## config.mk

```make
export PLATFORM = sky130hd
export DESIGN_NAME = admission_ctrl
export DESIGN_NICKNAME = d
export VERILOG_FILES = /design/src/rtl/admission_ctrl_pkg.sv /design/src/rtl/admission_ctrl_rr_victim_sel.sv /design/src/rtl/admission_ctrl.sv
export SDC_FILE = /design/constraint.sdc
export NUM_CORES = 1
export LEC_CHECK = 0
export ABC_AREA = 1
export BUFFER_PORTS_ARGS = -buffer_cell sky130_fd_sc_hd__buf_2
export CAP_MARGIN = 20
export CORE_MARGIN = 4
export CORE_UTILIZATION = 53
export DETAILED_ROUTE_END_ITERATION = 8
export PLACE_DENSITY = 0.82
export SLEW_MARGIN = 25
export SYNTH_ARGS = -nofsm -noshare
export SYNTH_HDL_FRONTEND = slang
export SYNTH_SLANG_ARGS = --single-unit
```

## constraint.sdc

```tcl
create_clock -name clk -period 2.75 [get_ports clk]
set_clock_uncertainty 0.05 [all_clocks]
set_input_delay 0.275 -clock clk [delete_from_list [all_inputs] [get_ports clk]]
set_output_delay 0.275 -clock clk [all_outputs]
set_load 0.01 [all_outputs]
```

## src/rtl/admission_ctrl_pkg.sv

```systemverilog
`default_nettype none
// ============================================================================
// Module      : admission_ctrl_pkg
// Description : Shared definitions for the admission controller: queue count,
//               port-index and length widths, the controller FSM state type
//               and a round-robin pointer increment helper.
// Revision    : 1.0 - initial release
// ============================================================================
package admission_ctrl_pkg;

  localparam int c_NUM_Q  = 4;   // number of egress queues
  localparam int c_PORT_W = 4;   // width of a descriptor port index
  localparam int c_LEN_W  = 11;  // width of a descriptor byte length
  localparam int c_PTR_W  = 2;   // width of a queue index (0..c_NUM_Q-1)

  typedef enum logic [1:0] {
    ST_IDLE    = 2'd0,
    ST_DECIDE  = 2'd1,
    ST_HD_WAIT = 2'd2
  } state_t;

  // Next round-robin position; the natural width overflow wraps 3 -> 0.
  function automatic logic [c_PTR_W-1:0] ptr_inc(input logic [c_PTR_W-1:0] idx);
    return idx + c_PTR_W'(1);
  endfunction

endpackage
`default_nettype wire

```

## src/rtl/admission_ctrl_rr_victim_sel.sv

```systemverilog
`default_nettype none
// ============================================================================
// Module      : rr_victim_sel
// Description : Purely combinational round-robin pick. Returns the first
//               requesting queue found scanning upward from ptr and wrapping
//               from the top index back to 0.
// Ports       : req   - per-queue candidate flags
//               ptr   - scan start position
//               grant - selected queue index (0 when valid is low)
//               valid - at least one candidate exists
// Revision    : 1.0 - initial release
// ============================================================================
module rr_victim_sel
  import admission_ctrl_pkg::*;
(
  input  logic [c_NUM_Q-1:0] req,
  input  logic [c_PTR_W-1:0] ptr,
  output logic [c_PTR_W-1:0] grant,
  output logic               valid
);

  logic [c_PTR_W-1:0] w_idx;

  // Scan from the farthest offset down to offset 0 so the candidate nearest
  // to ptr is the one left standing.
  always_comb begin
    grant = '0;
    valid = 1'b0;
    w_idx = '0;
    for (int i = c_NUM_Q - 1; i >= 0; i--) begin
      w_idx = ptr + c_PTR_W'(i);
      if (req[w_idx]) begin
        grant = w_idx;
        valid = 1'b1;
      end
    end
  end

endmodule
`default_nettype wire

```

## src/rtl/admission_ctrl.sv

```systemverilog
`default_nettype none
// ============================================================================
// Module      : admission_ctrl
// Description : Per-descriptor admission decision. A descriptor is captured in
//               IDLE, judged in a single DECIDE cycle against the statistics
//               bitmap and either accepted (in pulse) or tail-dropped (drop
//               pulse). With head drop enabled, a tail drop also asks the queue
//               manager to discard the head of a round-robin chosen victim
//               queue and waits (bounded by HD_TIMEOUT) for its acknowledge.
// Config      : `define ADMISSION_HEADDROP_EN enables head-drop; without it
//               hd_req/hd_port are tied 0 and hd_ack is ignored.
// Ports       : clk, rstn (async, active low)
//               pkt_valid/pkt_ready, pkt_port, pkt_len - descriptor handshake
//               bitmap, bitmap_dt, q_nonempty          - per-queue status
//               in, in_port, pkt_len_in                - accept event
//               drop, drop_port                        - tail-drop event
//               hd_req, hd_port, hd_ack                - head-drop handshake
//               accept_cnt, drop_cnt                   - saturating counters
// Revision    : 1.0 - initial release
// ============================================================================
module admission_ctrl
  import admission_ctrl_pkg::*;
#(
  parameter int HD_TIMEOUT = 64,
  parameter int CNT_W      = 32
) (
  input  logic                clk,
  input  logic                rstn,
  input  logic                pkt_valid,
  output logic                pkt_ready,
  input  logic [c_PORT_W-1:0] pkt_port,
  input  logic [c_LEN_W-1:0]  pkt_len,
  input  logic [c_NUM_Q-1:0]  bitmap,
  input  logic [c_NUM_Q-1:0]  bitmap_dt,
  input  logic [c_NUM_Q-1:0]  q_nonempty,
  output logic                in,
  output logic [c_PORT_W-1:0] in_port,
  output logic [c_LEN_W-1:0]  pkt_len_in,
  output logic                drop,
  output logic [c_PORT_W-1:0] drop_port,
  output logic                hd_req,
  output logic [c_PORT_W-1:0] hd_port,
  input  logic                hd_ack,
  output logic [CNT_W-1:0]    accept_cnt,
  output logic [CNT_W-1:0]    drop_cnt
);

  state_t               r_state;
  state_t               w_state_nxt;
  logic                 r_alive;      // low during reset and the cycle of release
  logic [c_PORT_W-1:0]  r_port;
  logic [c_LEN_W-1:0]   r_len;
  logic                 r_in;
  logic                 w_in_nxt;
  logic [c_PORT_W-1:0]  r_in_port;
  logic [c_PORT_W-1:0]  w_in_port_nxt;
  logic [c_LEN_W-1:0]   r_len_out;
  logic [c_LEN_W-1:0]   w_len_out_nxt;
  logic                 r_drop;
  logic                 w_drop_nxt;
  logic [c_PORT_W-1:0]  r_drop_port;
  logic [c_PORT_W-1:0]  w_drop_port_nxt;
  logic [CNT_W-1:0]     r_acc_cnt;
  logic [CNT_W-1:0]     r_drop_cnt;
  logic                 w_cap;
  logic                 w_port_ok;
  logic                 w_admit;

  // Ports 4..15 name no real queue: always dropped, never a head-drop source.
  assign w_port_ok = (r_port[c_PORT_W-1:c_PTR_W] == '0);
  assign w_admit   = w_port_ok && bitmap[r_port[c_PTR_W-1:0]];

`ifdef ADMISSION_HEADDROP_EN
  localparam int                c_TO_W    = (HD_TIMEOUT > 1) ? $clog2(HD_TIMEOUT) : 1;
  localparam logic [c_TO_W-1:0] c_TO_LAST = c_TO_W'(HD_TIMEOUT - 1);

  logic                r_hd_req;
  logic                w_hd_req_nxt;
  logic [c_PTR_W-1:0]  r_hd_idx;
  logic [c_PTR_W-1:0]  w_hd_idx_nxt;
  logic [c_PTR_W-1:0]  r_ptr;
  logic [c_PTR_W-1:0]  w_ptr_nxt;
  logic [c_TO_W-1:0]   r_to_cnt;
  logic [c_TO_W-1:0]   w_to_nxt;
  logic [c_NUM_Q-1:0]  w_victim_req;
  logic [c_PTR_W-1:0]  w_grant;
  logic                w_grant_vld;

  // A victim must be over its drop threshold and actually hold a packet.
  assign w_victim_req = ~bitmap_dt & q_nonempty;

  rr_victim_sel u_victim_sel (
    .req   (w_victim_req),
    .ptr   (r_ptr),
    .grant (w_grant),
    .valid (w_grant_vld)
  );

  assign hd_req  = r_hd_req;
  assign hd_port = {{(c_PORT_W - c_PTR_W){1'b0}}, r_hd_idx};
`else
  logic w_unused_hd;
  assign w_unused_hd = &{1'b0, hd_ack, bitmap_dt, q_nonempty, 32'(HD_TIMEOUT)};

  assign hd_req  = 1'b0;
  assign hd_port = '0;
`endif

  assign pkt_ready  = r_alive && (r_state == ST_IDLE);
  assign in         = r_in;
  assign in_port    = r_in_port;
  assign pkt_len_in = r_len_out;
  assign drop       = r_drop;
  assign drop_port  = r_drop_port;
  assign accept_cnt = r_acc_cnt;
  assign drop_cnt   = r_drop_cnt;

  // --------------------------------------------------------------------------
  // FSM state register
  // --------------------------------------------------------------------------
  always_ff @(posedge clk or negedge rstn) begin
    if (!rstn) begin
      r_state <= ST_IDLE;
    end else begin
      r_state <= w_state_nxt;
    end
  end

  // --------------------------------------------------------------------------
  // FSM next state and next values of the registered event outputs
  // --------------------------------------------------------------------------
  always_comb begin
    w_state_nxt     = r_state;
    w_cap           = 1'b0;
    w_in_nxt        = 1'b0;
    w_in_port_nxt   = r_in_port;
    w_len_out_nxt   = r_len_out;
    w_drop_nxt      = 1'b0;
    w_drop_port_nxt = r_drop_port;
`ifdef ADMISSION_HEADDROP_EN
    w_hd_req_nxt    = 1'b0;
    w_hd_idx_nxt    = r_hd_idx;
    w_ptr_nxt       = r_ptr;
    w_to_nxt        = r_to_cnt;
`endif
    case (r_state)
      ST_IDLE: begin
        if (pkt_valid && r_alive) begin
          w_cap       = 1'b1;
          w_state_nxt = ST_DECIDE;
        end
      end
      ST_DECIDE: begin
        w_state_nxt = ST_IDLE;
        if (w_admit) begin
          w_in_nxt      = 1'b1;
          w_in_port_nxt = r_port;
          w_len_out_nxt = r_len;
        end else begin
          w_drop_nxt      = 1'b1;
          w_drop_port_nxt = r_port;
`ifdef ADMISSION_HEADDROP_EN
          if (w_port_ok && w_grant_vld) begin
            w_hd_req_nxt = 1'b1;
            w_hd_idx_nxt = w_grant;
            w_ptr_nxt    = ptr_inc(w_grant);
            w_to_nxt     = '0;
            w_state_nxt  = ST_HD_WAIT;
          end
`endif
        end
      end
      ST_HD_WAIT: begin
`ifdef ADMISSION_HEADDROP_EN
        // r_to_cnt counts request cycles already spent; the last allowed one
        // is HD_TIMEOUT-1, so hd_req is high for at most HD_TIMEOUT cycles.
        if (hd_ack || (r_to_cnt == c_TO_LAST)) begin
          w_state_nxt = ST_IDLE;
        end else begin
          w_hd_req_nxt = 1'b1;
          w_to_nxt     = r_to_cnt + c_TO_W'(1);
        end
`else
        w_state_nxt = ST_IDLE;
`endif
      end
      default: begin
        w_state_nxt = ST_IDLE;
      end
    endcase
  end

  // --------------------------------------------------------------------------
  // Descriptor capture, event outputs and saturating counters
  // --------------------------------------------------------------------------
  always_ff @(posedge clk or negedge rstn) begin
    if (!rstn) begin
      r_alive     <= 1'b0;
      r_port      <= '0;
      r_len       <= '0;
      r_in        <= 1'b0;
      r_in_port   <= '0;
      r_len_out   <= '0;
      r_drop      <= 1'b0;
      r_drop_port <= '0;
      r_acc_cnt   <= '0;
      r_drop_cnt  <= '0;
    end else begin
      r_alive     <= 1'b1;
      if (w_cap) begin
        r_port <= pkt_port;
        r_len  <= pkt_len;
      end
      r_in        <= w_in_nxt;
      r_in_port   <= w_in_port_nxt;
      r_len_out   <= w_len_out_nxt;
      r_drop      <= w_drop_nxt;
      r_drop_port <= w_drop_port_nxt;
      if (w_in_nxt && (r_acc_cnt != {CNT_W{1'b1}})) begin
        r_acc_cnt <= r_acc_cnt + CNT_W'(1);
      end
      if (w_drop_nxt && (r_drop_cnt != {CNT_W{1'b1}})) begin
        r_drop_cnt <= r_drop_cnt + CNT_W'(1);
      end
    end
  end

`ifdef ADMISSION_HEADDROP_EN
  // --------------------------------------------------------------------------
  // Head-drop request, round-robin pointer and wait timer
  // --------------------------------------------------------------------------
  always_ff @(posedge clk or negedge rstn) begin
    if (!rstn) begin
      r_hd_req <= 1'b0;
      r_hd_idx <= '0;
      r_ptr    <= '0;
      r_to_cnt <= '0;
    end else begin
      r_hd_req <= w_hd_req_nxt;
      r_hd_idx <= w_hd_idx_nxt;
      r_ptr    <= w_ptr_nxt;
      r_to_cnt <= w_to_nxt;
    end
  end
`endif

endmodule
`default_nettype wire

```

==> metrics, run 1 <==
maxcap violations 0; relative slew slack 0.528; Core Util, Final 0.617; leading area contributor after synthesis dfrtp_1; Final ANT Viol Nets 0; P&R area growth vs syn 14.1%; LEAKAGE 3.81 nW; Fillers 1017; Buf+Inv Stages, Crit Path 1; dpl hpwl 9940 µm; I/O pins 122; post-synthesis cell area 0.00587 mm²; Routed WL 13600 µm; Antenna Cells 0; WL/cell 12.2 µm; clk slew on worst S/H paths 90 ps; Area contributors post-synth dfrtp_1 (43%), nand2_1 (29%), nor2_1 (5.6%); Synth Area in XOR/XNOR 0.0448; clock sink count 102; clock buffer depth 2; adder-cell share of the synthesized area 0.00426; area fraction in compound gates after synthesis 0.0147; via/cell ratio 4.82; max incr delay on CP 410 ps; GR Overflow Total 0; GRT Total Usage 0.223; largest family of logic cells by synthesized area simple AND/OR/NAND/NOR gates; initial core utilization 0.541; Final Non-Filler Cells 1112; Yosys top cell area share 0.435; CORE AREA 0.0108 mm²; total CTS buffers 9; part of the Yosys area used for sequential elements 0.435; Total Power 3.46 mW; GPL Wtd Cong 0.916; Slew @ Worst Pin 707 ps; Yosys reg bits 102; share of layout cells above drive strength 1 0.170; family with the most delay on the worst path simple AND/OR/NAND/NOR gates; cell count after synthesis 862; FFs w/ async S/R, synth 1.00; Buffers on Ports 107; most common cell in the netlist nand2_1; most instantiated cells after synthesis nand2_1 (456), dfrtp_1 (102), nor2_1 (88), inv_1 (70), nand3_1 (31); Detailed Route Iter0 Violations 328; fin nets 1001; Critical Path End Type flip-flop; Final Hold Viols 0; Max Slew Vio Count 0; CTS tree yes; worst hold path type input pin to flip-flop; setup_tns 0 ps; RSZ-0062 raised after global routing no; die width 113 µm; power per cell area 516 mW/mm²; CP Cell Sequence ha_1 -> nand3_1 -> nor2_1 -> nand2_1 -> o21ai_4 -> buf_4 -> nand2_1 -> nand2_1; EDFF count, synth 0; crit path max fanout 21; CP max-delay cell dfrtp_1; CP arrival 2290 ps; Crit path required time 3020 ps; status finished clean; multiplexer area fraction after synthesis 0; Period Utilization, post-route 0.736; worst skew pair latency 380 ps; first-pass GRT wire length 23100 µm; cts repair resizes 0; maximum vdd drop 0.482 mV; setup violators final 0; Hold Slack 39.1 ps; Final Critical Period 2020 ps; depth of the CTS H-tree 3; Worst setup SP type flip-flop; DRT Pass-1 Iters 4; Avg Inst Size Synth 6.81 µm²; Clock Root Buffer clkbuf_8; row count 38; WS Path Type flip-flop to flip-flop; Post-route DRC 0; Via Count 5361; Synth Area in Simple Gates 0.426; DP Cell Count 1096; vias in the first global route 4927; die area 0.0128 mm²; largest net degree at the start of global routing 56; Yosys cell types 26; die height 113 µm; Main synth FF type dfrtp_1; most frequent CP cell nand2_1; initial antenna violation count 0; Yosys warnings 0; Fmax achieved 494 MHz
cell families (layout without fill, tap and decap cells):
group / count (synthesis) / count (layout)
AND/OR/NAND/NOR: 615 / 615
flip-flops: 102 / 102
buffers and inverters: 96 / 202
XOR/XNOR: 30 / 30
AO/OA/AOI/OAI: 15 / 15
adder cells (fa/ha/maj): 2 / 2
other: 2 / 6
placed cells by master, fill, tap and decap left out:
| cell | Yosys | routed |
|---|---|---|
| clkinv_2 | 0 | 2 |
| dfrtp_1 | 102 | 102 |
| nand3_2 | 2 | 2 |
| buf_4 | 5 | 5 |
| clkinv_1 | 1 | 1 |
| clkinvlp_4 | 0 | 1 |
| nand3_1 | 31 | 31 |
| xnor2_1 | 10 | 10 |
| nand3b_1 | 6 | 6 |
| buf_12 | 0 | 1 |
| nor2_4 | 1 | 2 |
| nand2_4 | 2 | 2 |
| nor2_8 | 1 | 1 |
| inv_2 | 3 | 3 |
| clkbuf_1 | 4 | 1 |
| nor2_2 | 14 | 14 |
| buf_2 | 7 | 106 |
| ha_1 | 2 | 2 |
| xor2_1 | 20 | 20 |
| conb_1 | 2 | 6 |
| clkbuf_8 | 0 | 10 |
| nand4_2 | 1 | 1 |
| bufinv_16 | 0 | 1 |
| o21ai_0 | 14 | 14 |
| nand2_1 | 456 | 456 |
| nor2_1 | 88 | 87 |
| inv_1 | 70 | 70 |
| nand2_2 | 13 | 13 |
| o21ai_4 | 1 | 1 |
| dlygate4sd3_1 | 0 | 1 |
worst min-delay path: cells and delay by family:
family                 cells  cell delay (ps)
buffers and inverters      1               70
AND/OR/NAND/NOR            2               80
state kept, by name, summed over array words and instances (netlist names):
| name | count |
|---|---|
| accept_cnt | 32 |
| drop_cnt | 32 |
| pkt_len_in | 11 |
| r_len | 11 |
| drop_port | 4 |
| in_port | 4 |
| r_port | 4 |
| drop | 1 |
| in | 1 |
| r_alive | 1 |
| r_state | 1 |
cell type report:
cell class	instances	area, µm²	area share
flip-flops and latches	102	2550	0.381
clock buffers	11	141	0.0211
inverters	74	278	0.0415
well taps	140	175	0.0262
multi-input cells	668	2900	0.433
clock inverters	4	47.5	0.00710
repair buffers	113	598	0.0893
metrics by stage:
step | instance area, µm² | setup slack [ps]
finish | 6690 | 725
global placement | 6490 | 594
global route | 6690 | 557
detailed placement | 6490 | 767
CTS | 6690 | 749
floorplan | 5880 | 1140
per-layer routing:
| layer | GRT usage | up-vias | routed length, µm |
|---|---|---|---|
| met3 | 0.0497 | 16 | 1030 |
| met1 | 0.297 | 2432 | 6150 |
| met5 | 0 | - | 0 |
| li1 | - | 2780 | - |
| met2 | 0.361 | 133 | 6240 |
| met4 | 0.0753 | 0 | 170 |
repair_timing:
action | 4_1_cts | 5_1_grt
setup buffers | 0 | 0
hold buffers | 1 | 0
hold endpoints to repair | 54 | 0
worst paths after layout:
check	startpoint	endpoint	slack, ps	depth (start not counted)
worst max-delay path	accept_cnt[0]	accept_cnt[30]	730	8
worst min-delay path	pkt_len[5]	r_len[5]	40	3
worst max register to register	accept_cnt[0]	accept_cnt[30]	730	8
worst min register to register	r_len[6]	pkt_len_in[6]	430	2
max in group asynchronous	rstn	accept_cnt[1]	1520	3
min in group asynchronous	rstn	drop_cnt[8]	420	2
where the power goes:
part / internal (mW) / switching (mW) / leakage [nW]
clock network: 0.438 / 0.510 / 0.0952
registers: 1.70 / 0.149 / 1.37
logic: 0.257 / 0.405 / 2.34
total: 2.39 / 1.06 / 3.81
(Power assumes the default switching activity.)
==> run 2, diff against run 1 <==
Settings changed: ABC_AREA 1 to 0, PLACE_DENSITY 0.82 to 0.84.
Clock period 2.75 ns to 2.05 ns, I/O delays scaled along.
==> run 2 against run 1 <==
Non-clock buffer count rose by 62. Hold slack improved by 170 ps. Combinational power up 59%. The flow now finishes with violations (setup timing).
==> metrics, run 2 <==
CORE AREA 0.00830 mm² (-23%); Yosys top cell area share 0.559 (+0.124); GR Overflow Total 0 (unchanged); Reg area 0.00255 mm² (about the same); Fillers 609 (-40%); most instantiated cells after synthesis nand2_1 (115), dfrtp_1 (102), xor2_1 (34), nand3_1 (29), nor2_1 (28); GRT Total Usage 0.224 (+0.00186); most common cell in the netlist nand2_1; total CTS buffers 9 (unchanged); clk slew on worst S/H paths 100 ps (about the same); dpl hpwl 7730 µm (-22%); WL/cell 15.1 µm (+24%); CP arrival 2300 ps (about the same); Via Count 3881 (-28%); Worst setup SP type flip-flop; multi-input logic area 0.00205 mm² (-29%); vias in the first global route 3958 (-20%); failing checks setup timing; hold depth 4 (+1); worst setup margin -36.2 ps (-761 ps); Area contributors post-synth dfrtp_1 (56%), nand2_1 (9.5%), xor2_1 (6.5%); part of the Yosys area used for sequential elements 0.559 (+0.124); Final Critical Period 2090 ps (+61.4 ps); reg2reg path depth 5 (-3); DRT Pass-1 Iters 4 (unchanged); Routed WL 11100 µm (-18%); CTS tree yes; Yosys reg bits 102 (unchanged); clock sink count 102 (unchanged); Avg Inst Size Synth 10.1 µm² (+48%); Core Util, Final 0.739 (+0.121); Yosys cell types 42 (+62%); maxcap violations 0 (unchanged); pre-CTS worst setup slack -76.1 ps (-843 ps); maximum vdd drop 0.762 mV (+58%); clock buffer depth 2 (unchanged); Buf+Inv Stages, Crit Path 1 (unchanged); post-synthesis cell area 0.00457 mm² (-22%); relative slew slack 0.580 (+0.0517); Fmax achieved 479 MHz (-2.9%); setup violators final 1 (+1); max incr delay on CP 600 ps (+190 ps); Buffers on Ports 107 (unchanged); first-pass GRT wire length 18200 µm (-21%); Main synth FF type dfrtp_1; via/cell ratio 5.27 (+9.4%); Post-route DRC 0 (unchanged); GPL Wtd Cong 0.860 (-6.1%); Cell Area, Placed 0.00555 mm² (-15%); WS Path Type flip-flop to flip-flop; Slew @ Worst Pin 630 ps (-77.5 ps); setup_tns -36.2 ps (-36.2 ps); r2r endpoint drop_cnt[1]; Clock Root Buffer clkbuf_8; EDFF count, synth 0 (unchanged); Crit path required time 2260 ps (-760 ps); LEAKAGE 3.24 nW (-15%); Yosys warnings 0 (unchanged); power per cell area 802 mW/mm² (+55%); row count 33 (-13%); cell count after synthesis 452 (-48%); setup slack, reg-to-reg -40 ps (-760 ps); Critical Path End Type flip-flop; initial core utilization 0.550 (+0.00896); CP Cell Sequence nand4_4 -> or4_4 -> o31ai_4 -> buf_12 -> mux2_4; FFs w/ async S/R, synth 1.00 (unchanged); Detailed Route Iter0 Violations 150 (-54%); crit path max fanout 24 (+14%); Max Slew Vio Count 0 (unchanged); worst hold path type input pin to flip-flop; RSZ-0062 raised after global routing yes; Hold Slack 212 ps (+173 ps); share of layout cells above drive strength 1 0.339 (+0.169); family with the most delay on the worst path simple AND/OR/NAND/NOR gates; CP max-delay cell or4_4; worst skew pair latency 360 ps (-20 ps); fin nets 659 (-34%); leading area contributor after synthesis dfrtp_1; Final ANT Viol Nets 0 (unchanged); I/O pins 122 (unchanged); Finished Cell Area 0.00613 mm² (-8.4%); end of the worst hold path in_port[1]; Final Hold Viols 0 (unchanged); initial antenna violation count 0 (unchanged); origin of the critical flop-to-flop path drop_cnt[4]; die width 101 µm (-11%); depth of the CTS H-tree 3 (unchanged); largest net degree at the start of global routing 49 (-13%); Period Utilization, post-route 1.02 (+0.281); Antenna Cells 0 (unchanged); commonest non-fill, non-tap cell in the layout nand2_1; Worst Hold Launch bitmap[0]; status complete, but fails checks; die height 101 µm (-11%); P&R area growth vs syn 34.3%; most frequent cells in the layout nand2_1 (113), buf_2 (106), dfrtp_1 (100), buf_4 (49), xor2_1 (34); die area 0.0102 mm² (-21%)
==> run 2: cell count changes after synthesis, moves of 6 or more <==
cell,previous run,this run
inv_1,70,12
nand2_1,456,115
nand2_2,13,0
nand3b_1,6,0
nand4_1,0,17
nor2_1,88,28
nor2_2,14,0
nor3_1,0,16
nor4_1,0,11
o21ai_0,14,1
xnor2_1,10,27
xor2_1,20,34
==> run 2: layer usage <==
layer / vias up / routed length (µm) / global-route usage
li1: 1851 / - / -
met1: 1884 / 4580 / 0.291
met2: 119 / 5590 / 0.370
met3: 27 / 614 / 0.0360
met4: 0 / 340 / 0.102
met5: - / 0 / 0
==> run 2: cell families (layout without fill, tap and decap cells) <==
group | Yosys count | after routing | share of synthesized area
AND/OR/NAND/NOR | 237 | 237 | 0.241
flip-flops | 102 | 102 | 0.559
XOR/XNOR | 61 | 61 | 0.117
buffers and inverters | 29 | 204 | 0.0321
AO/OA/AOI/OAI | 13 | 13 | 0.0266
multiplexers | 6 | 6 | 0.0178
adder cells (fa/ha/maj) | 2 | 2 | 0.00548
other | 2 | 6 | 0.00164
==> run 2: how the worst max path moves through the flow <==
| stage | startpoint | slack (ps) | cells past startpoint | endpoint |
|---|---|---|---|---|
| floorplan | drop_cnt[1] | -190 | 7 | drop_cnt[1] |
| global placement | r_port[0] | -7 | 4 | accept_cnt[1] |
| detailed placement | r_port[0] | -80 | 4 | accept_cnt[1] |
| CTS | r_port[0] | 2 | 8 | drop_cnt[15] |
| global route | r_port[0] | -100 | 7 | drop_cnt[30] |
| finish | drop_cnt[4] | -40 | 5 | drop_cnt[1] |
==> run 2: repair_timing <==
action | CTS | global route
pin swaps | 0 | 9
hold buffers | 16 | 0
gates resized for setup | 3 | 26
hold endpoints to repair | 61 | 0
setup buffers | 2 | 3
endpoints found under the setup margin | 16 | 42
==> run 2: area by class of cell <==
type,instances,area share
Multi-Input combinational cell,325,0.334
Timing Repair Buffer,175,0.184
Clock buffer,10,0.0208
Sequential cell,102,0.417
Tap cell,105,0.0214
Inverter,13,0.00796
Clock inverter,6,0.0151
==> run 2: power by group <==
group          total [mW]  switching [mW]  internal [mW]
sequential           2.47           0.191           2.27
clock                1.41           0.709          0.697
combinational        1.05           0.565          0.484
==> run 2: worst reg2reg max path, cell delays in order, from the launching register on <==
cell	delay, ps
dfrtp_1	400
nand4_4	140
or4_4	600
o31ai_4	240
buf_12	230
mux2_4	320
==> run 2: through the flow <==
stage	instances	total power, mW
floorplan	456	2.98
global placement	699	3.44
detailed placement	699	3.49
CTS	733	4.93
global route	736	5.16
finish	736	4.92
